### config.mk
export PLATFORM = sky130hd
export DESIGN_NAME = axi_read_master
export DESIGN_NICKNAME = d
export VERILOG_FILES = /design/src/rtl/axi_read_master_pkg.sv /design/src/rtl/sync_fifo.sv /design/src/rtl/axi_read_master.sv
export SDC_FILE = /design/constraint.sdc
export NUM_CORES = 1
export LEC_CHECK = 0
export ABC_AREA = 1
export BUFFER_PORTS_ARGS = -buffer_cell sky130_fd_sc_hd__buf_2
export CAP_MARGIN = 20
export CORE_ASPECT_RATIO = 0.75
export CORE_UTILIZATION = 35
export DETAILED_ROUTE_END_ITERATION = 10
export PLACE_DENSITY = 0.57
export SLEW_MARGIN = 20
export SYNTH_ARGS = -nofsm -noshare
export SYNTH_HDL_FRONTEND = slang
export SYNTH_HIERARCHICAL = 1
export SYNTH_SLANG_ARGS = --single-unit
export TNS_END_PERCENT = 1
### constraint.sdc
create_clock -name ACLK -period 3.69 [get_ports ACLK]
set_input_delay 0.738 -clock ACLK [delete_from_list [all_inputs] [get_ports ACLK]]
set_output_delay 0.738 -clock ACLK [all_outputs]
set_load 0.05 [all_outputs]
### src/rtl/axi_read_master_pkg.sv
// Shared types and AXI constants for the single-outstanding AXI4 burst read engine.
package axi_read_master_pkg;

  typedef enum logic [1:0] {
    ST_IDLE = 2'd0,
    ST_ADDR = 2'd1,
    ST_DATA = 2'd2
  } state_t;

  localparam logic [1:0] BURST_INCR    = 2'b01;
  localparam logic [3:0] CACHE_DEFAULT = 4'b0011;
  localparam logic [1:0] RESP_OKAY     = 2'b00;

  // ARSIZE encoding for a full-width beat
  function automatic logic [2:0] axi_size(input int unsigned dw);
    return 3'($clog2(dw / 8));
  endfunction

endpackage

### src/rtl/sync_fifo.sv
// Synchronous FIFO, power-of-2 depth, registered count; read data is the head entry.
module sync_fifo #(
  parameter int WIDTH = 8,
  parameter int DEPTH = 4
) (
  input  logic             clk,
  input  logic             rst_n,
  input  logic             i_push,
  input  logic [WIDTH-1:0] i_data,
  input  logic             i_pop,
  output logic [WIDTH-1:0] o_data,
  output logic             o_empty,
  output logic             o_full
);

  localparam int AW = (DEPTH > 1) ? $clog2(DEPTH) : 1;

  logic [WIDTH-1:0] r_mem [DEPTH];
  logic [AW-1:0]    r_wptr;
  logic [AW-1:0]    r_rptr;
  logic [AW:0]      r_count;
  logic             w_push;
  logic             w_pop;

  assign w_push = i_push && !o_full;
  assign w_pop  = i_pop && !o_empty;

  always_ff @(posedge clk) begin
    if (w_push) r_mem[r_wptr] <= i_data;
  end

  // Pointers wrap naturally because DEPTH is a power of two
  always_ff @(posedge clk or negedge rst_n) begin
    if (!rst_n) begin
      r_wptr  <= '0;
      r_rptr  <= '0;
      r_count <= '0;
    end else begin
      if (w_push) r_wptr <= r_wptr + 1'b1;
      if (w_pop)  r_rptr <= r_rptr + 1'b1;
      case ({w_push, w_pop})
        2'b10:   r_count <= r_count + 1'b1;
        2'b01:   r_count <= r_count - 1'b1;
        default: r_count <= r_count;
      endcase
    end
  end

  assign o_data  = r_mem[r_rptr];
  assign o_empty = (r_count == '0);
  assign o_full  = (r_count == (AW+1)'(DEPTH));

endmodule

### src/rtl/axi_read_master.sv
// AXI4 read master: one INCR burst per {addr,len} request, beats buffered into a
// response FIFO tagged with last/err flags.
module axi_read_master import axi_read_master_pkg::*; #(
  parameter int C_M_AXI_ADDR_WIDTH   = 32,
  parameter int C_M_AXI_DATA_WIDTH   = 32,
  parameter int C_M_AXI_ID_WIDTH     = 1,
  parameter int C_M_AXI_ARUSER_WIDTH = 1,
  parameter int C_M_AXI_RUSER_WIDTH  = 4,
  parameter int FIFO_DEPTH           = 4
) (
  input  logic                            ACLK,
  input  logic                            ARESETN,
  input  logic                            REQ_VALID,
  output logic                            REQ_READY,
  input  logic [C_M_AXI_ADDR_WIDTH-1:0]   REQ_ADDR,
  input  logic [7:0]                      REQ_LEN,
  output logic                            RSP_VALID,
  input  logic                            RSP_READY,
  output logic [C_M_AXI_DATA_WIDTH-1:0]   RSP_DATA,
  output logic                            RSP_LAST,
  output logic                            RSP_ERR,
  output logic                            BUSY,
  output logic [C_M_AXI_ID_WIDTH-1:0]     M_AXI_ARID,
  output logic [C_M_AXI_ADDR_WIDTH-1:0]   M_AXI_ARADDR,
  output logic [7:0]                      M_AXI_ARLEN,
  output logic [2:0]                      M_AXI_ARSIZE,
  output logic [1:0]                      M_AXI_ARBURST,
  output logic                            M_AXI_ARLOCK,
  output logic [3:0]                      M_AXI_ARCACHE,
  output logic [2:0]                      M_AXI_ARPROT,
  output logic [3:0]                      M_AXI_ARQOS,
  output logic [C_M_AXI_ARUSER_WIDTH-1:0] M_AXI_ARUSER,
  output logic                            M_AXI_ARVALID,
  input  logic                            M_AXI_ARREADY,
  input  logic [C_M_AXI_ID_WIDTH-1:0]     M_AXI_RID,
  input  logic [C_M_AXI_DATA_WIDTH-1:0]   M_AXI_RDATA,
  input  logic [1:0]                      M_AXI_RRESP,
  input  logic                            M_AXI_RLAST,
  input  logic [C_M_AXI_RUSER_WIDTH-1:0]  M_AXI_RUSER,
  input  logic                            M_AXI_RVALID,
  output logic                            M_AXI_RREADY
);

  localparam int DW = C_M_AXI_DATA_WIDTH;
  localparam int FW = DW + 2;

  state_t                        r_state;
  state_t                        w_state_nxt;
  logic                          r_alive;
  logic [C_M_AXI_ADDR_WIDTH-1:0] r_addr;
  logic [7:0]                    r_len;
  logic [7:0]                    r_cnt;
  logic                          w_req_hs;
  logic                          w_r_hs;
  logic                          w_last_exp;
  logic                          w_err;
  logic                          w_fifo_full;
  logic                          w_fifo_empty;
  logic [FW-1:0]                 w_fifo_dout;
  logic                          w_unused;

  assign w_unused = ^{M_AXI_RID, M_AXI_RUSER, M_AXI_RRESP[0]};

  assign w_req_hs   = REQ_VALID && REQ_READY;
  assign w_r_hs     = M_AXI_RVALID && M_AXI_RREADY;
  assign w_last_exp = (r_cnt == r_len);
  // The beat count, not RLAST, decides where the burst ends
  assign w_err      = M_AXI_RRESP[1] || (M_AXI_RLAST != w_last_exp);

  // Holds REQ_READY low through reset and until the first clock after release
  always_ff @(posedge ACLK or negedge ARESETN) begin
    if (!ARESETN) begin
      r_state <= ST_IDLE;
      r_alive <= 1'b0;
    end else begin
      r_state <= w_state_nxt;
      r_alive <= 1'b1;
    end
  end

  always_ff @(posedge ACLK or negedge ARESETN) begin
    if (!ARESETN) begin
      r_addr <= '0;
      r_len  <= '0;
      r_cnt  <= '0;
    end else if (w_req_hs) begin
      r_addr <= REQ_ADDR;
      r_len  <= REQ_LEN;
      r_cnt  <= '0;
    end else if (w_r_hs) begin
      r_cnt  <= r_cnt + 1'b1;
    end
  end

  always_comb begin
    w_state_nxt   = r_state;
    REQ_READY     = 1'b0;
    M_AXI_ARVALID = 1'b0;
    M_AXI_RREADY  = 1'b0;
    case (r_state)
      ST_IDLE: begin
        REQ_READY = r_alive;
        if (REQ_VALID && r_alive) w_state_nxt = ST_ADDR;
      end
      ST_ADDR: begin
        M_AXI_ARVALID = 1'b1;
        if (M_AXI_ARREADY) w_state_nxt = ST_DATA;
      end
      ST_DATA: begin
        M_AXI_RREADY = !w_fifo_full;
        if (M_AXI_RVALID && !w_fifo_full && w_last_exp) w_state_nxt = ST_IDLE;
      end
      default: w_state_nxt = ST_IDLE;
    endcase
  end

  assign M_AXI_ARID    = '0;
  assign M_AXI_ARADDR  = r_addr;
  assign M_AXI_ARLEN   = r_len;
  assign M_AXI_ARSIZE  = axi_size(C_M_AXI_DATA_WIDTH);
  assign M_AXI_ARBURST = BURST_INCR;
  assign M_AXI_ARLOCK  = 1'b0;
  assign M_AXI_ARCACHE = CACHE_DEFAULT;
  assign M_AXI_ARPROT  = 3'b000;
  assign M_AXI_ARQOS   = 4'b0000;
  assign M_AXI_ARUSER  = '0;

  sync_fifo #(
    .WIDTH (FW),
    .DEPTH (FIFO_DEPTH)
  ) u_rsp_fifo (
    .clk     (ACLK),
    .rst_n   (ARESETN),
    .i_push  (w_r_hs),
    .i_data  ({w_err, w_last_exp, M_AXI_RDATA}),
    .i_pop   (RSP_READY),
    .o_data  (w_fifo_dout),
    .o_empty (w_fifo_empty),
    .o_full  (w_fifo_full)
  );

  assign RSP_VALID = !w_fifo_empty;
  assign RSP_DATA  = w_fifo_dout[DW-1:0];
  assign RSP_LAST  = w_fifo_dout[DW];
  assign RSP_ERR   = w_fifo_dout[DW+1];
  assign BUSY      = (r_state != ST_IDLE) || !w_fifo_empty;

endmodule
==> impl_metrics.env <==
export IMPL_syn_to_final_growth_pct=19.05
export IMPL_antenna_left=0
export IMPL_initial_utilization_pct=35.88
export IMPL_regArea_um2=5537
export IMPL_fillers=2237
export IMPL_netlist_area_um2=8317
export IMPL_layout_commonest_cell="nand2_1"
export IMPL_die_height_um=135.5
export IMPL_fin_nets=1005
export IMPL_critPathKind="flop to output port"
export IMPL_cts_htree_levels=4
export IMPL_period_share_pct=79.38
export IMPL_die_x_um=180.0
export IMPL_port_buffers=158
export IMPL_startpoint_type="flop"
export IMPL_netSwitchingFraction_pct=47.81
export IMPL_combPwrFrac_pct=45.3
export IMPL_fmax_mhz=341.4
export IMPL_grt_pass1_wl_um=26230
export IMPL_p_clk_share_pct=21.3
export IMPL_p_per_area_nw_per_um2=889.8
export IMPL_r2r_slack_ns=1.20
export IMPL_worstMarginPinSlew_ns=0.7735
export IMPL_min_period_ns=2.929
export IMPL_cts_setup_buffers=0
export IMPL_grt_start_max_net_pins=73
export IMPL_intPower_uw=4598
export IMPL_yosysTopAreaCell="edfxtp_1"
export IMPL_final_cell_mix="nand2_1 (266), buf_2 (158), edfxtp_1 (136)"
export IMPL_gp_congestion=0.7419
export IMPL_synth_cell_types=27
export IMPL_ys_ff_latch=194
export IMPL_peakVddDrop_mv=0.4413
export IMPL_critPathArrivalTime_ns=2.19
export IMPL_p_leak_uw=0.004542
export IMPL_cp_data_required_time_ns=2.95
export IMPL_cts_resized=0
export IMPL_clockBufferDepth=2
export IMPL_drive_above_1_share_pct=22.81
export IMPL_post_dp_hpwl_um=10190
export IMPL_clkTransAtPathRegs_ns=0.08
export IMPL_outcome="finished, final reports clean"
export IMPL_setup_viol=0
export IMPL_cts_sinks=194
export IMPL_wirelength_um=16050
export IMPL_synth_seq_area_share_pct=66.56
export IMPL_crit_fanout=72
export IMPL_min_path_type="primary input to asynchronous set/reset pin"
export IMPL_antenna_found_initial=1
export IMPL_grt_pass1_vias=5016
export IMPL_drt_iter0_drc=246
export IMPL_via_per_inst=4.353
export IMPL_final_setup_tns_ns=0
export IMPL_vias=5337
export IMPL_skew_ns=0.01196
export IMPL_rsz0062_at_grt="no"
export IMPL_multi_input_area_um2=2057
export IMPL_yosysWarnings=6
export IMPL_maxCapViolCount=0
export IMPL_dr_pass1_iters=5
export IMPL_clk_latency_ns=0.43
export IMPL_root_buffer="clkbuf_16"
export IMPL_synth_top_area_share_pct=49.10
export IMPL_synth_area_leaders="edfxtp_1 (49%), dfrtp_1 (17%), nand2_1 (12%)"
export IMPL_drc=0
export IMPL_finalHoldWorstSlack_ns=0.2046
export IMPL_ios=184
export IMPL_track_usage_pct=14.04
export IMPL_p_seq_share_pct=33.4
export IMPL_slew_viol_final=0
export IMPL_syn_inst=758
export IMPL_cts_tree="done"
export IMPL_cts_made_buffers=17
export IMPL_gr_total_overflow=0
export IMPL_rows=48
export IMPL_critPathCaptureType="output port"
export IMPL_core_um2=23180
export IMPL_syn_avg_cell_area_um2=10.97
export IMPL_hold_buffers=0
export IMPL_die_area_um2=24390
export IMPL_post_drt_wl_per_cell_um=13.09
export IMPL_hold_violations=0
export IMPL_slew_headroom_pct=48.36
export IMPL_p_switching_uw=4212
-- state kept, by name, indices dropped and copies added, names as in the netlist --
name	cells
u_rsp_fifo/r_wptr	2
M_AXI_ARLEN	8
u_rsp_fifo/r_rptr	2
r_alive	1
u_rsp_fifo/r_mem	136
r_cnt	8
u_rsp_fifo/r_count	3
M_AXI_ARADDR	32
r_state	2
-- routing by layer --
metal	track usage, %	vias to the layer above	part of all wire [%]
met4	5.364	0	1.3
li1	-	2765	-
met5	0	-	0
met2	22.61	116	46
met3	3.145	15	4.6
met1	18.60	2441	48
-- Yosys cell counts --
master and count:
inv_1 106, nor2_1 11, inv_4 1, nand3_1 17, ha_1 6, clkbuf_1 1
buf_4 20, edfxtp_1 136, buf_6 18, fa_1 1, nand3_4 1, o211ai_1 68
xnor2_1 5, nor2_2 1, nand2_2 2, nand2_1 266, a21oi_1 2, inv_2 3
o21ai_1 1, dfrtp_1 58, nand4_1 7, buf_2 10, nor3b_1 2, o21ai_0 11
conb_1 2, o31ai_1 1, nor3_1 1
-- worst max-delay path, cell delays in order, from the launching register on --
cell and delay [ns]:
dfrtp_1 0.42, inv_4 0.51, buf_4 0.34, o211ai_1 0.11, nand2_1 0.12, buf_2 0.26
-- logic make-up after synthesis --
group	after synthesis	synth area share [%]
flip-flops	194	66.56
adder cells (fa/ha/maj)	7	1.143
buffers and inverters	159	9.884
XOR/XNOR	5	0.5265
other	2	0.09030
AND/OR/NAND/NOR	308	14.73
AO/OA/AOI/OAI	83	7.071
-- layout make-up --
| class | count | share of cell area, % |
|---|---|---|
| Timing Repair Buffer | 166 | 9.099 |
| Tap cell | 300 | 3.791 |
| Multi-Input combinational cell | 423 | 20.78 |
| Antenna cell | 1 | 0.02527 |
| Clock inverter | 15 | 1.870 |
| Inverter | 110 | 4.221 |
| Clock buffer | 17 | 4.297 |
| Sequential cell | 194 | 55.92 |
-- power groups by stage --
stage	Clock, uW	Combinational (uW)	Sequential [uW]
floorplan	0	2470	3750
global placement	0	4020	2980
detailed placement	0	4050	2980
CTS	1940	4050	2950
global route	2010	4320	2990
finish	1880	3990	2940
-- metrics by stage --
| stage | power, uW | std cells | util, % | worst slack (ns) | instance area (um2) |
|---|---|---|---|---|---|
| floorplan | 6217 | 776 | - | 0.5739 | 8384 |
| global placement | 7002 | 1193 | 40.06 | 1.007 | 9288 |
| finish | 8810 | 1226 | 42.71 | 0.7608 | 9901 |
| CTS | 8929 | 1225 | 42.70 | 0.6982 | 9898 |
| detailed placement | 7029 | 1193 | 40.06 | 1.020 | 9288 |
| global route | 9329 | 1225 | 42.70 | 0.5667 | 9898 |
-- path summary, 6_finish.rpt --
kind | start | endpoint | depth (start not counted)
min reg2reg | u_rsp_fifo/r_count[0] | u_rsp_fifo/r_count[0] | 1
max | u_rsp_fifo/r_rptr[0] | RSP_DATA[25] | 5
min in group ACLK | u_rsp_fifo/r_count[0] | u_rsp_fifo/r_count[0] | 1
max in group asynchronous | ARESETN | u_rsp_fifo/r_rptr[1] | 2
min | ARESETN | M_AXI_ARADDR[31] | 1
max reg2reg | u_rsp_fifo/r_count[0] | u_rsp_fifo/r_mem[2][6] | 9
(Power assumes the default switching activity.)
